$ cat src/rtl/options_parser_arbiter.sv
// Round-robin arbiter that shares one OptionsParser between two requesters, one transaction at a time.
// Optional WAIT timeout and sticky FAULT state are enabled by defining OPTIONS_PARSER_ARB_TIMEOUT_EN.
module options_parser_arbiter #(
  parameter int TIMEOUT_CYCLES = 255,
  parameter int PARSED_W       = 64
) (
  input  logic                clk,
  input  logic                rst,
  input  logic [119:0]        req0_sig,
  input  logic                req0_sync,
  output logic                req0_notify,
  input  logic [119:0]        req1_sig,
  input  logic                req1_sync,
  output logic                req1_notify,
  output logic [PARSED_W-1:0] rsp0_sig,
  input  logic                rsp0_sync,
  output logic                rsp0_notify,
  output logic [PARSED_W-1:0] rsp1_sig,
  input  logic                rsp1_sync,
  output logic                rsp1_notify,
  output logic [119:0]        par_fields_sig,
  output logic                par_fields_notify,
  input  logic                par_fields_sync,
  input  logic [PARSED_W-1:0] par_parsed_sig,
  input  logic                par_parsed_sync,
  output logic                par_parsed_notify,
  output logic                grant,
  output logic                busy,
  output logic                timeout_err
);

  localparam logic [2:0] IDLE  = 3'd0;
  localparam logic [2:0] TAKE  = 3'd1;
  localparam logic [2:0] SEND  = 3'd2;
  localparam logic [2:0] WAIT  = 3'd3;
  localparam logic [2:0] REPLY = 3'd4;
`ifdef OPTIONS_PARSER_ARB_TIMEOUT_EN
  localparam logic [2:0] FAULT = 3'd5;
`endif

  if (TIMEOUT_CYCLES < 1 || TIMEOUT_CYCLES > 65535) begin : g_bad_timeout
    $error("TIMEOUT_CYCLES must be in 1..65535");
  end

  logic [2:0]          state_q, state_d;
  logic                grant_q, grant_d;
  logic                last_served_q, last_served_d;
  logic [119:0]        fields_buf_q, fields_buf_d;
  logic [PARSED_W-1:0] parsed_buf_q, parsed_buf_d;
  logic                take_sync, reply_sync;

`ifdef OPTIONS_PARSER_ARB_TIMEOUT_EN
  logic [15:0] wait_cnt_q, wait_cnt_d;
`endif

  assign take_sync  = grant_q ? req1_sync : req0_sync;
  assign reply_sync = grant_q ? rsp1_sync : rsp0_sync;

  always_comb begin
    state_d       = state_q;
    grant_d       = grant_q;
    last_served_d = last_served_q;
    fields_buf_d  = fields_buf_q;
    parsed_buf_d  = parsed_buf_q;
`ifdef OPTIONS_PARSER_ARB_TIMEOUT_EN
    wait_cnt_d    = wait_cnt_q;
`endif
    case (state_q)
      IDLE: begin
        // Ties go to whoever was not served last; single requests win outright.
        if (req0_sync && req1_sync) begin
          grant_d = ~last_served_q;
          state_d = TAKE;
        end else if (req0_sync) begin
          grant_d = 1'b0;
          state_d = TAKE;
        end else if (req1_sync) begin
          grant_d = 1'b1;
          state_d = TAKE;
        end
      end
      TAKE: begin
        if (take_sync) begin
          fields_buf_d = grant_q ? req1_sig : req0_sig;
          state_d      = SEND;
        end
      end
      SEND: begin
        if (par_fields_sync) begin
`ifdef OPTIONS_PARSER_ARB_TIMEOUT_EN
          wait_cnt_d = 16'd0;
`endif
          state_d = WAIT;
        end
      end
      WAIT: begin
        if (par_parsed_sync) begin
          parsed_buf_d = par_parsed_sig;
          state_d      = REPLY;
        end else begin
`ifdef OPTIONS_PARSER_ARB_TIMEOUT_EN
          if (wait_cnt_q == 16'(TIMEOUT_CYCLES - 1)) state_d = FAULT;
          else wait_cnt_d = wait_cnt_q + 16'd1;
`endif
        end
      end
      REPLY: begin
        if (reply_sync) begin
          last_served_d = grant_q;
          state_d       = IDLE;
        end
      end
`ifdef OPTIONS_PARSER_ARB_TIMEOUT_EN
      FAULT: state_d = FAULT;
`endif
      default: state_d = IDLE;
    endcase
  end

  always_ff @(posedge clk or negedge rst) begin
    if (!rst) begin
      state_q       <= IDLE;
      grant_q       <= 1'b0;
      last_served_q <= 1'b1;
    end else begin
      state_q       <= state_d;
      grant_q       <= grant_d;
      last_served_q <= last_served_d;
    end
  end

`ifdef OPTIONS_PARSER_ARB_TIMEOUT_EN
  always_ff @(posedge clk or negedge rst) begin
    if (!rst) wait_cnt_q <= 16'd0;
    else      wait_cnt_q <= wait_cnt_d;
  end
`endif

  // Data buffers carry no reset; every output that exposes them is gated by state.
  always_ff @(posedge clk) begin
    fields_buf_q <= fields_buf_d;
    parsed_buf_q <= parsed_buf_d;
  end

  assign req0_notify       = (state_q == TAKE)  && !grant_q;
  assign req1_notify       = (state_q == TAKE)  &&  grant_q;
  assign par_fields_notify = (state_q == SEND);
  assign par_parsed_notify = (state_q == WAIT);
  assign rsp0_notify       = (state_q == REPLY) && !grant_q;
  assign rsp1_notify       = (state_q == REPLY) &&  grant_q;

  assign par_fields_sig = par_fields_notify ? fields_buf_q : '0;
  assign rsp0_sig       = rsp0_notify ? parsed_buf_q : '0;
  assign rsp1_sig       = rsp1_notify ? parsed_buf_q : '0;

  assign grant = grant_q;
  assign busy  = (state_q != IDLE);
`ifdef OPTIONS_PARSER_ARB_TIMEOUT_EN
  assign timeout_err = (state_q == FAULT);
`else
  assign timeout_err = 1'b0;
`endif

endmodule
$ cat config.mk
export PLATFORM = sky130hd
export DESIGN_NAME = options_parser_arbiter
export DESIGN_NICKNAME = d
export VERILOG_FILES = /design/src/rtl/options_parser_arbiter.sv
export SDC_FILE = /design/constraint.sdc
export NUM_CORES = 1
export LEC_CHECK = 0
export BUFFER_PORTS_ARGS = -buffer_cell sky130_fd_sc_hd__buf_2
export CORE_AREA = 2 2 220 222
export DETAILED_ROUTE_END_ITERATION = 10
export DIE_AREA = 0 0 222 224
export HOLD_SLACK_MARGIN = 0.02
export PLACE_DENSITY = 0.48
export SYNTH_ARGS = -nofsm -noshare
export SYNTH_HDL_FRONTEND = slang
export SYNTH_SLANG_ARGS = --single-unit
$ cat constraint.sdc
create_clock -name clk -period 6.1 [get_ports clk]
set_input_delay 0.305 -clock clk [delete_from_list [all_inputs] [get_ports clk]]
set_output_delay 0.305 -clock clk [all_outputs]
set_load 0.05 [all_outputs]
### Yosys cells after proc, flatten, opt, wreduce, memory -nomap -nowiden

Cells that the tools add are included.

* output and inout bits: 257
* input bits: 312
* flip-flop bits (word level): 189
* word-level logic and storage cells: 46

* muxes and demuxes: 17
* bitwise logic cells: 1
* reductions and logical operators: 14
* eq/ne operators: 9

Operators by type and width (count)
* $mux W120: 2
* $mux W64: 2
* $mux W3: 7
* $pmux W3 S5: 1
* $reduce_and A2 Y1: 4
* $eq A3 B2 Y1 const B: 2
* $ne A2 B2 Y1 const B: 3
* $reduce_bool A3 Y1: 2
* $logic_and A1 B1 Y1: 5
* $mux W1: 5
* $reduce_and A5 Y1: 1
* $ne A4 B4 Y1 const B: 1
* $eq A3 B1 Y1 const B: 1
* $eq A3 B3 Y1 const B: 1
* $logic_not A3 Y1: 1
* $ne A2 B1 Y1 const B: 1
* $logic_not A1 Y1: 1
* $not A1 Y1: 1

### Longest topological paths before layout

* depth after elaboration: 4
* mapped depth: 6
* depth with buffers taken out: 3

### Worst setup path before layout

OpenSTA, ideal clock, no wires.

* path kind: register to register
* start: register grant_q (netlist: grant)
* end: register fields_buf_q[0] (enable)
* period minus slack after synthesis: 6812 ps
* data arrival time: 6211 ps
* buffers on the path: 2
* path slack: -712 ps
* stages on the path, launching flop included: 5
* required time: 5500 ps
* path through: dfrtp_1 > buf_2 > buf_2 > mux2i_1 > nor2_1

* cells in the longest elaborated chain, start to end: 2

RTL lines
* from (decl): line 46 `logic grant_q, grant_d;`
* from (signal assigned): line 127 `grant_q <= grant_d;`
* $mux W1: line 56 `assign take_sync = grant_q ? req1_sync : req0_sync;`
* $reduce_and A2 Y1 (no line)
* to (signal assigned): line 141 `fields_buf_q <= fields_buf_d;`
* to (decl): line 48 `logic [119:0] fields_buf_q, fields_buf_d;`

Every way passes these cells.
A chain may end at the register's enable or synchronous reset.

### Final worst setup path

* start: register state_q[0]
* end: output rsp0_sig[38]

* cells in the longest elaborated chain, start to end: 3

RTL lines
* from (decl): line 45 `logic [2:0] state_q, state_d;`
* from (signal assigned): line 126 `state_q <= state_d;`
* $eq A3 B3 Y1: line 149 `assign rsp0_notify = (state_q == REPLY) && !grant_q;`
* $logic_and A1 B1 Y1: line 149
* $mux W64: line 153 `assign rsp0_sig = rsp0_notify ? parsed_buf_q : '0;`
* to (decl): line 15 `output logic [PARSED_W-1:0] rsp0_sig,`

Every way passes these cells.

==> impl_metrics.tcl <==
set metrics [dict create \
    status "finished, final reports clean" \
    cts.sinks 189 \
    place_congestion 0.759 \
    numCtsBuffers 17 \
    synth_edf_count 184 \
    synth_area_um2 9030 \
    grt_start_max_net_pins 118 \
    die_height_um 224 \
    cp_max_fo 70 \
    final-hold-violation-count 0 \
    whs_ns 0.127 \
    cts_resized 0 \
    hold_start "req0_sig[23]" \
    area_growth_pct 52.4 \
    portBuffers 567 \
    num_vias 7402 \
    nNetsFinal 1563 \
    fin_crit_sh_pct 56.4 \
    cp.required_ns 5.79 \
    dieArea_um2 49700 \
    end_kind "primary output" \
    tns_ns 0 \
    cts.clk_slew.worst_paths_ns 0.08 \
    top_level_ports 569 \
    synth_ff_type "edfxtp_1" \
    first_pass_iters 7 \
    htreeDepth 4 \
    first_global_vias 7572 \
    drt-total-wl_um 30200 \
    setup_viol 0 \
    clkLatencyLatePin_ns 0.48 \
    fill_cells 4923 \
    peakVddDrop_uv 178 \
    synth_seq_cells 189 \
    max_cap_viol_count 0 \
    grt_pass1_wl_um 44400 \
    hold_buffers 65 \
    ant_nets 0 \
    drt-met1-wl_um 12200 \
    crit_type "reg2out" \
    num_rows 80 \
    start_kind "register" \
    start_util_pct 19.1 \
    fmax_mhz 291 \
    fin_crit_ns 3.44 \
    die_x_um 222 \
    clock-root-buffer "clkbuf_16" \
    powerDensity_nw_per_um2 407 \
    startpoint "state_q[0]" \
    avgSynthCellArea_um2 14.0 \
    antenna_found_initial 5 \
    via_per_inst 3.94 \
    relSlewSlack_pct 39.4 \
    report.final.slew_viol_count 0 \
    drc_errors 0 \
    routed-wl-met2_um 15000 \
    drive_gt1_share_pct 57.8 \
    cts_tree "built" \
    core_area_um2 47300 \
    top_layer "met5" \
    syn_inst 644 \
    cp.arrival_ns 3.13 \
    synthArstFlopShare_pct 2.65 \
    p_leak_nw 6.48 \
    drt_iter0_markers 331 \
    ys.warnings.count 0 \
    wire_per_inst_um 16.1 \
    skew_ns 0.0204 \
    clock_path_buffers 2 \
    grt_usage_pct 12.0 \
    ys_seq_area_share_pct 62.6 \
    synth_top_area_share_pct 61.2 \
    yosysMostFrequentCell "and2_1" \
    tightest_slew_ns 0.909 \
    cts_setup_buffers 0 \
    syn_nets 956 \
    grt_overflow 0 \
    hpwl_um 22500 \
    wl_met3_um 2200 \
    min_path_type "in2reg" \
    yosys-top-cells-count "187 x and2_1, 184 x edfxtp_1, 120 x mux2_2, 64 x and3_1, 26 x clkbuf_1" \
    rsz0062_at_grt "no" \
    worstReg2RegStart "grant" \
    synthTopCellsByArea "edfxtp_1 61%, mux2_2 15%, and2_1 13%" \
    synth_top_cell_by_area "edfxtp_1" \
    ys_types 30 \
    reg2reg_slack_ns 3.55 \
]
==> cell type report <==
type / count / area [um^2] / share of cell area, %
antenna: 1 / 2.50 / 0.0182
multi-input combinational: 401 / 3150 / 22.9
clock inverter: 12 / 183 / 1.33
clock buffer: 20 / 437 / 3.17
tap: 615 / 769 / 5.59
sequential: 189 / 5660 / 41.1
inverter: 2 / 7.51 / 0.0545
timing repair buffer: 640 / 3560 / 25.9
==> cell families after synthesis <==
| kind of cell | share of synthesized area, % |
|---|---|
| buf+inv | 2.69 |
| simple gates | 18.8 |
| flops | 62.6 |
| compound gates | 0.762 |
| mux | 15.2 |
| other cells | 0.0415 |
==> sequential cells by signal, summed over array words and instances (netlist names) <==
register	flops
fields_buf_q	120
state_q	3
grant	1
last_served_q	1
parsed_buf_q	64
==> through the flow <==
step | instances | cell area, um^2 | total power [mW] | utilization, % | worst slack, ns
after floorplan | 644 | 9030 | 3.81 | - | 1.30
after global placement | 1782 | 12500 | 4.44 | 26.4 | 3.33
after detailed placement | 1782 | 12500 | 4.45 | 26.4 | 3.20
after CTS | 1879 | 13800 | 5.72 | 29.1 | 2.63
after global routing | 1880 | 13800 | 5.90 | 29.1 | 2.36
final | 1880 | 13800 | 5.61 | 29.1 | 2.66
==> power by group <==
| group | internal, mW | total, mW | switching [mW] |
|---|---|---|---|
| Sequential | 1.88 | 2.06 | 0.175 |
| Combinational | 0.737 | 2.35 | 1.61 |
| Clock | 0.689 | 1.20 | 0.516 |
==> final timing paths <==
check | end | depth (start not counted)
worst min-delay path | fields_buf_q[23] | 2
worst min register to register | last_served_q | 1
min in group asynchronous | grant | 2
max in group asynchronous | last_served_q | 2
worst max register to register | fields_buf_q[46] | 3
worst max-delay path | rsp0_sig[38] | 6
==> critical path, cell delays in order (launching register included) <==
cell	delay (ns)
dfrtp_1	0.51
nor3b_4	0.23
buf_4	0.52
and2b_1	0.44
buf_4	0.43
and2_1	0.20
buf_2	0.26
==> metal layers <==
metal,up-vias,GRT usage [%]
li1,3513,-
met1,3469,13.4
met2,378,20.7
met3,38,4.08
met4,4,5.47
met5,-,0
==> placed cells by master, fill, tap and decap left out, drive strengths merged <==
cell,netlist,final
buf,26,575
and2,187,187
edfxtp,184,184
mux2,120,120
dlygate4sd3,0,65
and3,64,64
clkbuf,26,20
nand2,5,5
inv,2,5
bufinv,0,4
dfrtp,4,4
nor3b,3,3
nor2,3,3
clkinv,0,3
mux2i,2,2
nand2b,2,2
a2bb2oi,2,2
a21o,2,2
clkinvlp,0,2
diode,0,1
and2b,1,1
and3b,1,1
nor3,1,1
or3b,1,1
nor4,1,1
a221oi,1,1
or3,1,1
a31o,1,1
a32o,1,1
a22o,1,1
conb,1,1
dfstp,1,1
Power figures use the tool's default switching activity.
